<file path="config.mk">
export PLATFORM = sky130hd
export DESIGN_NAME = arduino_mem_loader
export DESIGN_NICKNAME = d
export VERILOG_FILES = /design/src/rtl/arduino_pkg.sv /design/src/rtl/sync_nff.sv /design/src/rtl/arduino_mem_loader.sv
export SDC_FILE = /design/constraint.sdc
export NUM_CORES = 1
export LEC_CHECK = 0
export BUFFER_PORTS_ARGS = -buffer_cell sky130_fd_sc_hd__buf_2
export CORE_UTILIZATION = 34
export CTS_CLUSTER_DIAMETER = 200
export DETAILED_ROUTE_END_ITERATION = 8
export HOLD_SLACK_MARGIN = 0.03
export PLACE_DENSITY = 0.58
export SYNTH_ARGS = -nofsm -noshare
export SYNTH_HDL_FRONTEND = slang
export SYNTH_SLANG_ARGS = --single-unit
</file>
<file path="constraint.sdc">
create_clock -name clk -period 4.2 [get_ports clk]
set_input_delay 0.42 -clock clk [delete_from_list [all_inputs] [get_ports clk]]
set_output_delay 0.42 -clock clk [all_outputs]
set_load 0.01 [all_outputs]
</file>
<file path="src/rtl/arduino_pkg.sv">
// +----------------------------------------------------------------------------+
// | arduino_pkg : shared widths and types for the Arduino DRAM load path         |
// | Rev 1.0                                                                     |
// +----------------------------------------------------------------------------+
`default_nettype none

package arduino_pkg;

    localparam int ADDR_W = 20;
    localparam int DATA_W = 16;
    localparam int BYTE_W = 8;

    typedef enum logic [1:0] {
        S_ARM   = 2'd0,
        S_IDLE  = 2'd1,
        S_LATCH = 2'd2,
        S_ACK   = 2'd3
    } ld_state_t;

    typedef enum logic {
        PH_LO = 1'b0,
        PH_HI = 1'b1
    } byte_phase_t;

    typedef logic [ADDR_W-1:0] ard_addr_t;

endpackage

`default_nettype wire

</file>
<file path="src/rtl/sync_nff.sv">
// +----------------------------------------------------------------------------+
// | sync_nff : N-flop level synchronizer with asynchronous active-high reset    |
// | Rev 1.0                                                                     |
// +----------------------------------------------------------------------------+
`default_nettype none

module sync_nff #(
    parameter int STAGES = 2
) (
    input  logic clk,
    input  logic rst,
    input  logic d,
    output logic q
);

    if (STAGES < 2) begin : g_chk_stages
        $fatal(1, "sync_nff: STAGES must be at least 2");
    end

    logic [STAGES-1:0] sync_q;
    logic [STAGES-1:0] sync_d;

    always_comb begin
        sync_d = {sync_q[STAGES-2:0], d};
    end

    always_ff @(posedge clk or posedge rst) begin
        if (rst) begin
            sync_q <= '0;
        end else begin
            sync_q <= sync_d;
        end
    end

    assign q = sync_q[STAGES-1];

endmodule

`default_nettype wire

</file>
<file path="src/rtl/arduino_mem_loader.sv">
// +----------------------------------------------------------------------------+
// | arduino_mem_loader : packs Arduino req/ack bytes into 16-bit DRAM writes    |
// | Rev 1.0                                                                     |
// +----------------------------------------------------------------------------+
`default_nettype none

module arduino_mem_loader #(
    parameter int ADDR_W      = 20,
    parameter int DATA_W      = 16,
    parameter int BYTE_W      = 8,
    parameter int NUM_WORDS   = 1024,
    parameter int SYNC_STAGES = 2
) (
    input  logic              clk,
    input  logic              rst,
    input  logic              ard_req,
    input  logic [BYTE_W-1:0] ard_data,
    output logic              ard_ack,
    input  logic              restart,
    output logic [ADDR_W-1:0] arduinoAdd,
    output logic [DATA_W-1:0] arduinoW,
    output logic              ardwen,
    output logic              busy,
    output logic              done,
    output logic [ADDR_W-1:0] word_count
);

    import arduino_pkg::*;

    if (DATA_W != 2 * BYTE_W) begin : g_chk_data_w
        $fatal(1, "arduino_mem_loader: DATA_W must equal 2*BYTE_W");
    end
    if (NUM_WORDS < 1 || longint'(NUM_WORDS) > (longint'(1) << ADDR_W)) begin : g_chk_num_words
        $fatal(1, "arduino_mem_loader: NUM_WORDS must be in 1..2**ADDR_W");
    end

    localparam int ARM_W = $clog2(SYNC_STAGES + 1);
    localparam logic [ARM_W-1:0]  ARM_DONE = ARM_W'(SYNC_STAGES);
    localparam logic [ADDR_W:0]   WORDS_END = (ADDR_W + 1)'(NUM_WORDS);

    logic req_s;

    sync_nff #(
        .STAGES (SYNC_STAGES)
    ) u_req_sync (
        .clk (clk),
        .rst (rst),
        .d   (ard_req),
        .q   (req_s)
    );

    ld_state_t         state_q, state_d;
    byte_phase_t       phase_q, phase_d;
    logic [BYTE_W-1:0] lo_q, lo_d;
    logic [DATA_W-1:0] wdata_q, wdata_d;
    logic              wen_q, wen_d;
    logic              ack_q, ack_d;
    logic              done_q, done_d;
    logic [ADDR_W-1:0] addr_q, addr_d;
    logic [ADDR_W-1:0] count_q, count_d;
    logic [ARM_W-1:0]  arm_q, arm_d;
    logic [ADDR_W:0]   count_inc;

    assign count_inc = {1'b0, count_q} + {{ADDR_W{1'b0}}, 1'b1};

    always_comb begin
        state_d = state_q;
        phase_d = phase_q;
        lo_d    = lo_q;
        wdata_d = wdata_q;
        wen_d   = 1'b0;
        arm_d   = arm_q;
        addr_d  = addr_q;
        count_d = count_q;
        done_d  = done_q;

        case (state_q)
            // The synchronizer comes out of reset low, so wait for it to fill
            // before trusting req_s=0 as a genuine idle level.
            S_ARM: begin
                if (arm_q != ARM_DONE) begin
                    arm_d = arm_q + 1'b1;
                end else if (!req_s) begin
                    state_d = S_IDLE;
                end
            end
            S_IDLE: begin
                if (req_s) begin
                    state_d = S_LATCH;
                end
            end
            S_LATCH: begin
                if (phase_q == PH_LO) begin
                    lo_d    = ard_data;
                    phase_d = PH_HI;
                end else begin
                    phase_d = PH_LO;
                    if (!done_q) begin
                        wdata_d = {ard_data, lo_q};
                        wen_d   = 1'b1;
                    end
                end
                state_d = S_ACK;
            end
            S_ACK: begin
                if (!req_s) begin
                    state_d = S_IDLE;
                end
            end
            default: state_d = S_ARM;
        endcase

        // Address advances on the edge that ends the write-enable cycle.
        if (wen_q) begin
            count_d = count_inc[ADDR_W-1:0];
            if (count_inc == WORDS_END) begin
                done_d = 1'b1;
                addr_d = '0;
            end else begin
                addr_d = addr_q + 1'b1;
            end
        end

        if (restart) begin
            addr_d  = '0;
            count_d = '0;
            done_d  = 1'b0;
            phase_d = PH_LO;
            wen_d   = 1'b0;
        end

        ack_d = (state_d == S_ACK);
    end

    always_ff @(posedge clk or posedge rst) begin
        if (rst) begin
            state_q <= S_ARM;
            phase_q <= PH_LO;
            lo_q    <= '0;
            wdata_q <= '0;
            wen_q   <= 1'b0;
            ack_q   <= 1'b0;
            done_q  <= 1'b0;
            addr_q  <= '0;
            count_q <= '0;
            arm_q   <= '0;
        end else begin
            state_q <= state_d;
            phase_q <= phase_d;
            lo_q    <= lo_d;
            wdata_q <= wdata_d;
            wen_q   <= wen_d;
            ack_q   <= ack_d;
            done_q  <= done_d;
            addr_q  <= addr_d;
            count_q <= count_d;
            arm_q   <= arm_d;
        end
    end

    assign ard_ack    = ack_q;
    assign arduinoAdd = addr_q;
    assign arduinoW   = wdata_q;
    assign ardwen     = wen_q & ~restart;
    assign busy       = (state_q == S_LATCH) || (state_q == S_ACK);
    assign done       = done_q;
    assign word_count = count_q;

endmodule

`default_nettype wire
</file>
Word-level counts from Yosys, hierarchy flattened. Cells that the tools add are included. Widths: inputs -> output; s select.

Register bits: 74. Input port bits: 12. Word-level logic and storage cells: 52.

Add/sub/neg operators: 3. Equal/unequal tests: 6. Multiplexer cells: 19. Bitwise logic cells: 4. Reductions and logical operators: 9.

Operators by type and width (count): $mux 20 (5); $add 20x1->21 const B (1); $eq 21x11->1 const B (1); $add 20x1->20 const B (1); $mux 1 (10); $pmux 2 s4 (1); $eq 2x2->1 const B (3); $mux 2 (3); $reduce_and 2->1 (3); $reduce_bool 2->1 (3); $not 1->1 (3); $reduce_and 3->1 (1); $add 2x1->2 const B (1); $eq 2x1->1 const B (1); $logic_not 2->1 (1); $ne 2x2->1 const B (1); $and 1x1->1 (1); $logic_or 1x1->1 (1).

Longest topological paths before layout. Gate-level depths: netlist of run 1.

Depth after elaboration: 5. Depth in mapped cells: 9.

Modules after synthesis. From an unflattened synthesis of run 1, not the netlist that was laid out.

Cell total of the unflattened synthesis: 342. Area, all modules: 3648.5 µm².

By module, submodules not included: arduino_mem_loader (times used 1, cells an instance 339, area an instance 3594.7 µm²); sync_nff (times used 1, cells an instance 3, area an instance 53.8 µm²).

Least setup slack after synthesis of run 1. No wires, ideal clock.

Kind: register -> register. Start point: register count_q[0], in the netlist word_count[0]. End point: register addr_q[8], in the netlist arduinoAdd[8]. Library setup time: 121 ps. Data arrival time: 2173 ps. Data required time: 4079 ps. Path slack: 1907 ps. Stages on the path, launching flop included: 9. Buffers on the path: 0. Clock period less this slack: 2293 ps. Path through: dfrtp_1 -> ha_1 -> and3_1 -> a311oi_1 -> a31oi_1 -> nor4b_2 -> nand4_1 -> or2_1 -> a41o_1.

Longest elaborated chain between the ends: 5.

Ends and longest elaborated chain: start: declaration (line arduino_mem_loader.sv:60) `logic [ADDR_W-1:0] count_q, count_d;`; start signal: assignment (line arduino_mem_loader.sv:156) `count_q <= count_d;`; $add 20x1->21 (line arduino_mem_loader.sv:64) `assign count_inc = {1'b0, count_q} + {{ADDR_W{1'b0}}, 1'b1};`; $eq 21x11->1 (line arduino_mem_loader.sv:116) `if (count_inc == WORDS_END) begin`; $mux 20 (line arduino_mem_loader.sv:116); $mux 20 (line arduino_mem_loader.sv:114) `if (wen_q) begin`; $mux 20 (line arduino_mem_loader.sv:124) `if (restart) begin`; end signal: assignment (line arduino_mem_loader.sv:155) `addr_q <= addr_d;`; end: declaration (line arduino_mem_loader.sv:59) `logic [ADDR_W-1:0] addr_q, addr_d;`.

No other way between the ends. The select of a mux whose other input is x is not followed. A chain may end at the register's enable or synchronous reset.

Worst setup path after layout of run 1. Ends and elaborated chain as after synthesis.

==> results of run 1 <==
## metal layers
layer / wire length [um] / up-vias / track usage
li1: - / 1428 / -
met1: 3850 / 1452 / 0.206
met2: 3890 / 89 / 0.253
met3: 541 / 6 / 0.0523
met4: 88 / 0 / 0.0470
met5: 0 / - / 0
## cells in the final DEF, fill, tap and decap left out, drive strengths merged, types with 6 or more instances in the layout
master / n
nand2: 28
dfrtp: 74
inv: 9
nand4: 14
o21ai: 17
and4: 7
nor3: 6
and3: 11
clkbuf: 9
buf: 74
a21oi: 6
nor2: 42
nor4b: 9
nand3: 18
mux2: 26
xnor2: 11
xor2: 16
a31oi: 7
## cells by family after synthesis
family / Yosys count / share of synthesized area
AND/OR/NAND/NOR: 157 / 0.236
adder cells (fa/ha/maj): 3 / 0.0101
XOR/XNOR: 27 / 0.0636
flip-flops: 74 / 0.498
AO/OA/AOI/OAI: 45 / 0.0771
multiplexers: 28 / 0.0841
buffers and inverters: 29 / 0.0316
## worst paths after layout
check,startpoint,depth (start not counted),slack [ps],endpoint
max in group asynchronous,rst,3,2980,word_count[6]
worst max register to register,word_count[0],8,1240,arduinoAdd[8]
worst min register to register,u_req_sync.sync_q[0],0,350,u_req_sync.sync_q[1]
min in group asynchronous,rst,2,260,arduinoW[15]
worst max-delay path,word_count[0],8,1240,arduinoAdd[8]
worst min-delay path,ard_req,1,180,u_req_sync.sync_q[0]
## cell type report
| class | instances | area share |
|---|---|---|
| timing repair buffer | 74 | 0.0865 |
| clock buffer | 9 | 0.0283 |
| sequential | 74 | 0.424 |
| tap | 136 | 0.0389 |
| multi-input combinational | 260 | 0.400 |
| clock inverter | 6 | 0.0155 |
| inverter | 8 | 0.00687 |
## power breakdown
part / switching (uW) / internal, uW / total, uW / leakage (uW)
combinational: 110 / 117 / 227 / 0.000979
clock: 276 / 273 / 550 / 0.0000917
sequential: 51.9 / 802 / 854 / 0.000984
total: 438 / 1190 / 1630 / 0.00205
## worst reg2reg max path, cell delays in order, from the launching register on
cell	delay (ps)
dfrtp_1	460
ha_1	290
and3_1	260
a311oi_1	250
a31oi_1	110
nor4b_2	290
nand4_1	490
or2_1	450
a41o_1	240
## through the flow
stage	setup slack (ps)	instance area [um2]	std cells	utilization	hold WS, ps
after detailed placement	1300	4180	552	0.399	339
after global routing	1060	4370	567	0.418	149
after global placement	1350	4180	552	0.399	333
after floorplan	1900	3720	363	-	331
final	1240	4370	567	0.418	181
after CTS	1280	4370	567	0.418	163
## sequential cells by signal, indices dropped and copies added (netlist names)
register	cells
phase_q	1
done	1
state_q	2
lo_q	8
u_req_sync.sync_q	2
ard_ack	1
arduinoW	16
arduinoAdd	20
word_count	20
wen_q	1
arm_q	2
==> results.py, run 1 <==
metrics = {
    "run_status": {
        "outcome": "complete, no violations",
    },
    "clock_network": {
        "cts_max_level": 3,
        "clk_pin_slew_ps": 80,
        "clock_sinks": 74,
        "cts_buffers": 9,
        "cts-hold-fix-buffers": 0,
        "cts_max_path_buffers": 2,
        "post_cts_buffers": 0,
        "cts_resized": 0,
        "root_buffer": "clkbuf_8",
        "cts_tree": "built",
        "clk_latency_ps": 340,
    },
    "synth": {
        "yosysWarnings": 0,
        "synthCells": 363,
        "ys_seq_area_frac": 0.498,
        "avgSynthCellArea_um2": 10.2,
        "yosysTopAreaCellShare": 0.498,
        "ys_ff_latch": 74,
        "synthTopCellsByArea": "dfrtp_1 (50%), mux2_2 (7.9%), nor2_1 (4.2%), xor2_1 (3.8%), nand2_1 (2.8%)",
        "synth_top_area_cell": "dfrtp_1",
        "synth_most_common_cell": "dfrtp_1",
        "ys_async_sr_fraction": 1.00,
        "syn_nets": 378,
        "synth_cell_types": 48,
        "netlist_area_um2": 3720,
        "synth_flop_cell": "dfrtp_1",
        "yosys-top-cells-count": "dfrtp_1 (74), nor2_1 (42), nand2_1 (28), mux2_2 (26), nand3_1 (17)",
        "synth-edff-count": 0,
    },
    "worst_setup_path": {
        "path_max_fanout": 14,
        "cpPeakStageDelay_ps": 490,
        "critPathKind": "flip-flop to flip-flop",
        "cp.arrival_ps": 3190,
        "path_cells": "ha_1, and3_1, a311oi_1, a31oi_1, nor4b_2, nand4_1, or2_1, a41o_1",
        "cp-end-kind": "flip-flop",
        "crit_path_top_delay_cell": "nand4_1",
        "worst-path-buf-inv": 0,
        "crit_family": "simple AND/OR/NAND/NOR gates",
        "critical_path.startpoint_type": "flip-flop",
        "cp.required_ps": 4430,
    },
    "timing": {
        "fin_skew_ps": 11.1,
        "period_needed_ps": 2960,
        "fin_crit_sh": 0.704,
        "finalSetupTns_ps": 0,
        "clock.fmax_mhz": 338,
        "slew_violations": 0,
        "worst_pin_slew_ps": 886,
        "hold_viol": 0,
        "grt_setup_unrepaired": "false",
        "setup_viol": 0,
        "timing.slew.headroom": 0.408,
    },
    "finish": {
        "multi_input_area_um2": 1750,
        "drive_above_1_share": 0.292,
        "num-nets-final": 442,
        "area_growth_pct": 17.5,
        "seq_area_um2": 1850,
        "n_antenna_cell": 0,
        "n_fill_cell": 1070,
    },
    "drt": {
        "drt_wl_total_um": 8370,
        "antenna_left": 0,
        "detail_route.first_pass.iterations": 4,
        "avgViaCountPerCell": 5.25,
        "wire_per_inst_um": 14.8,
        "drc": 0,
        "drt_iter0_drc": 135,
        "num_vias": 2975,
    },
    "placed_design": {
        "gp_congestion": 0.770,
        "port_buffers": 71,
        "place_hpwl_um": 5640,
    },
    "power": {
        "total_power_uw": 1630,
        "powerDensity_nw_per_um2": 373,
        "vdd_drop_max_uv": 274,
        "p_leak_uw": 0.00205,
    },
    "global_routing": {
        "grt_overflow": 0,
        "track_usage": 0.159,
        "grt_first_pass_wirelength_um": 14300,
        "antenna_found_initial": 0,
        "grt_pass1_vias": 2850,
        "grt_max_degree": 44,
    },
    "die": {
        "initial_core_util": 0.355,
        "ios": 72,
        "die_area_um2": 11400,
        "num_rows": 37,
        "dieWidth_um": 107,
        "core_region_area_um2": 10500,
        "die_h_um": 107,
    },
    "worst_hold_path": {
        "hp-class": "input pin to flip-flop",
    },
    "flow_run": {
        "drv_cap": 0,
    },
}
(Power assumes the default switching activity.)
==> inputs of run 2 (changes only) <==
==> constraint.sdc (replaced) <==
create_clock -name clk -period 2.9 [get_ports clk]
set_input_delay 0.29 -clock clk [delete_from_list [all_inputs] [get_ports clk]]
set_output_delay 0.29 -clock clk [all_outputs]
set_load 0.01 [all_outputs]
==> run 2 against run 1 <==
Compared with the run above:
- critical path depth unchanged
- die area unchanged
- hold slack got worse by 130 ps
- fmax increased by 12%
- final area increased by 0.86%
- worst setup slack got worse by 980 ps
- clock skew decreased by 3.8 ps
- combinational power increased by 45%
- clock power increased by 62%
- flip-flop and latch count unchanged
- largest power group unchanged
- highest routed layer unchanged
==> results.py, run 2 (synthesis results as in run 1) <==
metrics = {
    "run_status": {
        "outcome": "complete, no violations",
    },
    "worst_setup_path": {
        "path_max_fanout": 8,
        "cpPeakStageDelay_ps": 470,
        "worst-path-buf-inv": 0,
        "cp-end-kind": "flip-flop",
        "crit_start": "word_count[0]",
        "r2r-start": "word_count[0]",
        "critical_path.startpoint_type": "flip-flop",
        "cp.arrival_ps": 2870,
        "crit_path_top_delay_cell": "dfrtp_1",
        "rr_worst_depth": 8,
        "r2r_end": "arduinoAdd[8]",
        "crit_family": "simple AND/OR/NAND/NOR gates",
        "cp.depth": 8,
        "cp.required_ps": 3130,
        "cp-endpoint": "arduinoAdd[8]",
        "r2r_slack_ps": 260,
        "path_cells": "ha_1, and3_1, a311oi_1, a31oi_1, nor4b_2, nand4_1, or2_1, a41o_1",
        "critPathKind": "flip-flop to flip-flop",
    },
    "timing": {
        "clock.fmax_mhz": 379,
        "hold_viol": 0,
        "finalSetupTns_ps": 0,
        "setup_viol": 0,
        "worst_slack_ps": 259,
        "period_needed_ps": 2640,
        "fin_crit_sh": 0.911,
        "timing.slew.headroom": 0.371,
        "slew_violations": 0,
        "worst_pin_slew_ps": 944,
        "grt_setup_unrepaired": "false",
        "fin_skew_ps": 7.24,
    },
    "clock_network": {
        "root_buffer": "clkbuf_8",
        "cts_tree": "built",
        "cts_max_level": 3,
        "clk_latency_ps": 350,
        "cts-hold-fix-buffers": 0,
        "clk_pin_slew_ps": 80,
        "cts_buffers": 9,
        "cts_resized": 0,
        "clock_sinks": 74,
        "cts_max_path_buffers": 2,
    },
    "finish": {
        "num-nets-final": 444,
        "final_common_cell": "dfrtp_1",
        "n_fill_cell": 1049,
        "final_cell_mix": "dfrtp_1 (74), buf_2 (71), nor2_1 (42)",
        "drive_above_1_share": 0.296,
        "multi_input_area_um2": 1750,
        "n_antenna_cell": 0,
        "area_growth_pct": 18.5,
        "seq_area_um2": 1850,
        "stdcell_count": 569,
    },
    "die": {
        "ios": 72,
        "dieWidth_um": 107,
        "die_h_um": 107,
        "num_rows": 37,
        "die_area_um2": 11400,
        "initial_core_util": 0.355,
        "core_region_area_um2": 10500,
    },
    "global_routing": {
        "grt_overflow": 0,
        "grt_pass1_vias": 2834,
        "grt_max_degree": 75,
        "track_usage": 0.157,
        "grt_first_pass_wirelength_um": 14300,
        "antenna_found_initial": 0,
    },
    "placed_design": {
        "place_hpwl_um": 5720,
        "dp_slack_ps": 250,
        "port_buffers": 71,
        "dp.cells": 554,
        "gp_congestion": 0.775,
    },
    "drt": {
        "drt_iter0_drc": 141,
        "drc": 0,
        "avgViaCountPerCell": 5.28,
        "num_vias": 3004,
        "drt_wl_total_um": 8490,
        "antenna_left": 0,
        "detail_route.first_pass.iterations": 4,
        "wire_per_inst_um": 14.9,
    },
    "power": {
        "vdd_drop_max_uv": 352,
        "p_leak_uw": 0.00208,
        "powerDensity_nw_per_um2": 557,
    },
    "flow_run": {
        "drv_cap": 0,
    },
    "worst_hold_path": {
        "hp-class": "input pin to flip-flop",
    },
}
run 2: cell count changes in the layout (fill, tap and decap cells not counted):
| cell | before | now |
|---|---|---|
| buf_4 | 3 | 5 |
| bufinv_16 | 1 | 2 |
| clkinv_4 | 1 | 0 |
| clkinvlp_4 | 2 | 1 |
| inv_6 | 1 | 2 |
run 2: layout make-up:
type / instances / share of cell area
timing repair buffer: 76 / 0.0891
clock buffer: 9 / 0.0281
multi-input combinational: 260 / 0.397
clock inverter: 6 / 0.0204
inverter: 8 / 0.00681
tap: 136 / 0.0386
sequential: 74 / 0.420
run 2: repair_timing:
action                                  in CTS  in global routing
endpoints found under the hold margin        0                  0
endpoints found under the setup margin       0                  1
buffers inserted                             0                  0
run 2: layer usage:
layer  vias to the layer above  GRT usage  part of all wire  wire length, um
li1                       1429          -                 -                -
met1                      1485      0.212              0.47             3980
met2                        81      0.247              0.46             3920
met3                         9     0.0450             0.059              505
met4                         0     0.0450             0.010               86
met5                         -          0                 0                0
run 2: how the worst min path moves through the flow:
stage / startpoint / endpoint / cells past startpoint / slack [ps]
6_report: ard_req / u_req_sync.sync_q[0] / 1 / 50
3_3_place_gp: u_req_sync.sync_q[0] / u_req_sync.sync_q[1] / 0 / 340
5_1_grt: ard_req / u_req_sync.sync_q[0] / 1 / 30
4_1_cts: ard_req / u_req_sync.sync_q[0] / 1 / 30
3_5_place_dp: u_req_sync.sync_q[0] / u_req_sync.sync_q[1] / 0 / 340
2_1_floorplan: ard_req / u_req_sync.sync_q[0] / 0 / 320
run 2: power breakdown:
part	internal [uW]	switching, uW	total (uW)
logic	170	160	330
registers	1160	75.0	1240
clock network	484	405	889
run 2: worst reg2reg max path, cell delays in order, from the launching register on:
cell	delay (ps)
dfrtp_1	470
ha_1	290
and3_1	250
a311oi_1	250
a31oi_1	110
nor4b_2	290
nand4_1	300
or2_1	350
a41o_1	240
run 2: through the flow:
step	area [um2]	hold WS (ps)	utilization	power [uW]
detailed placement	4190	336	0.401	1590
global route	4410	31.2	0.421	2580
CTS	4410	32.9	0.421	2500
finish	4410	50.4	0.421	2460
floorplan	3720	321	-	1450
global placement	4190	335	0.401	1580
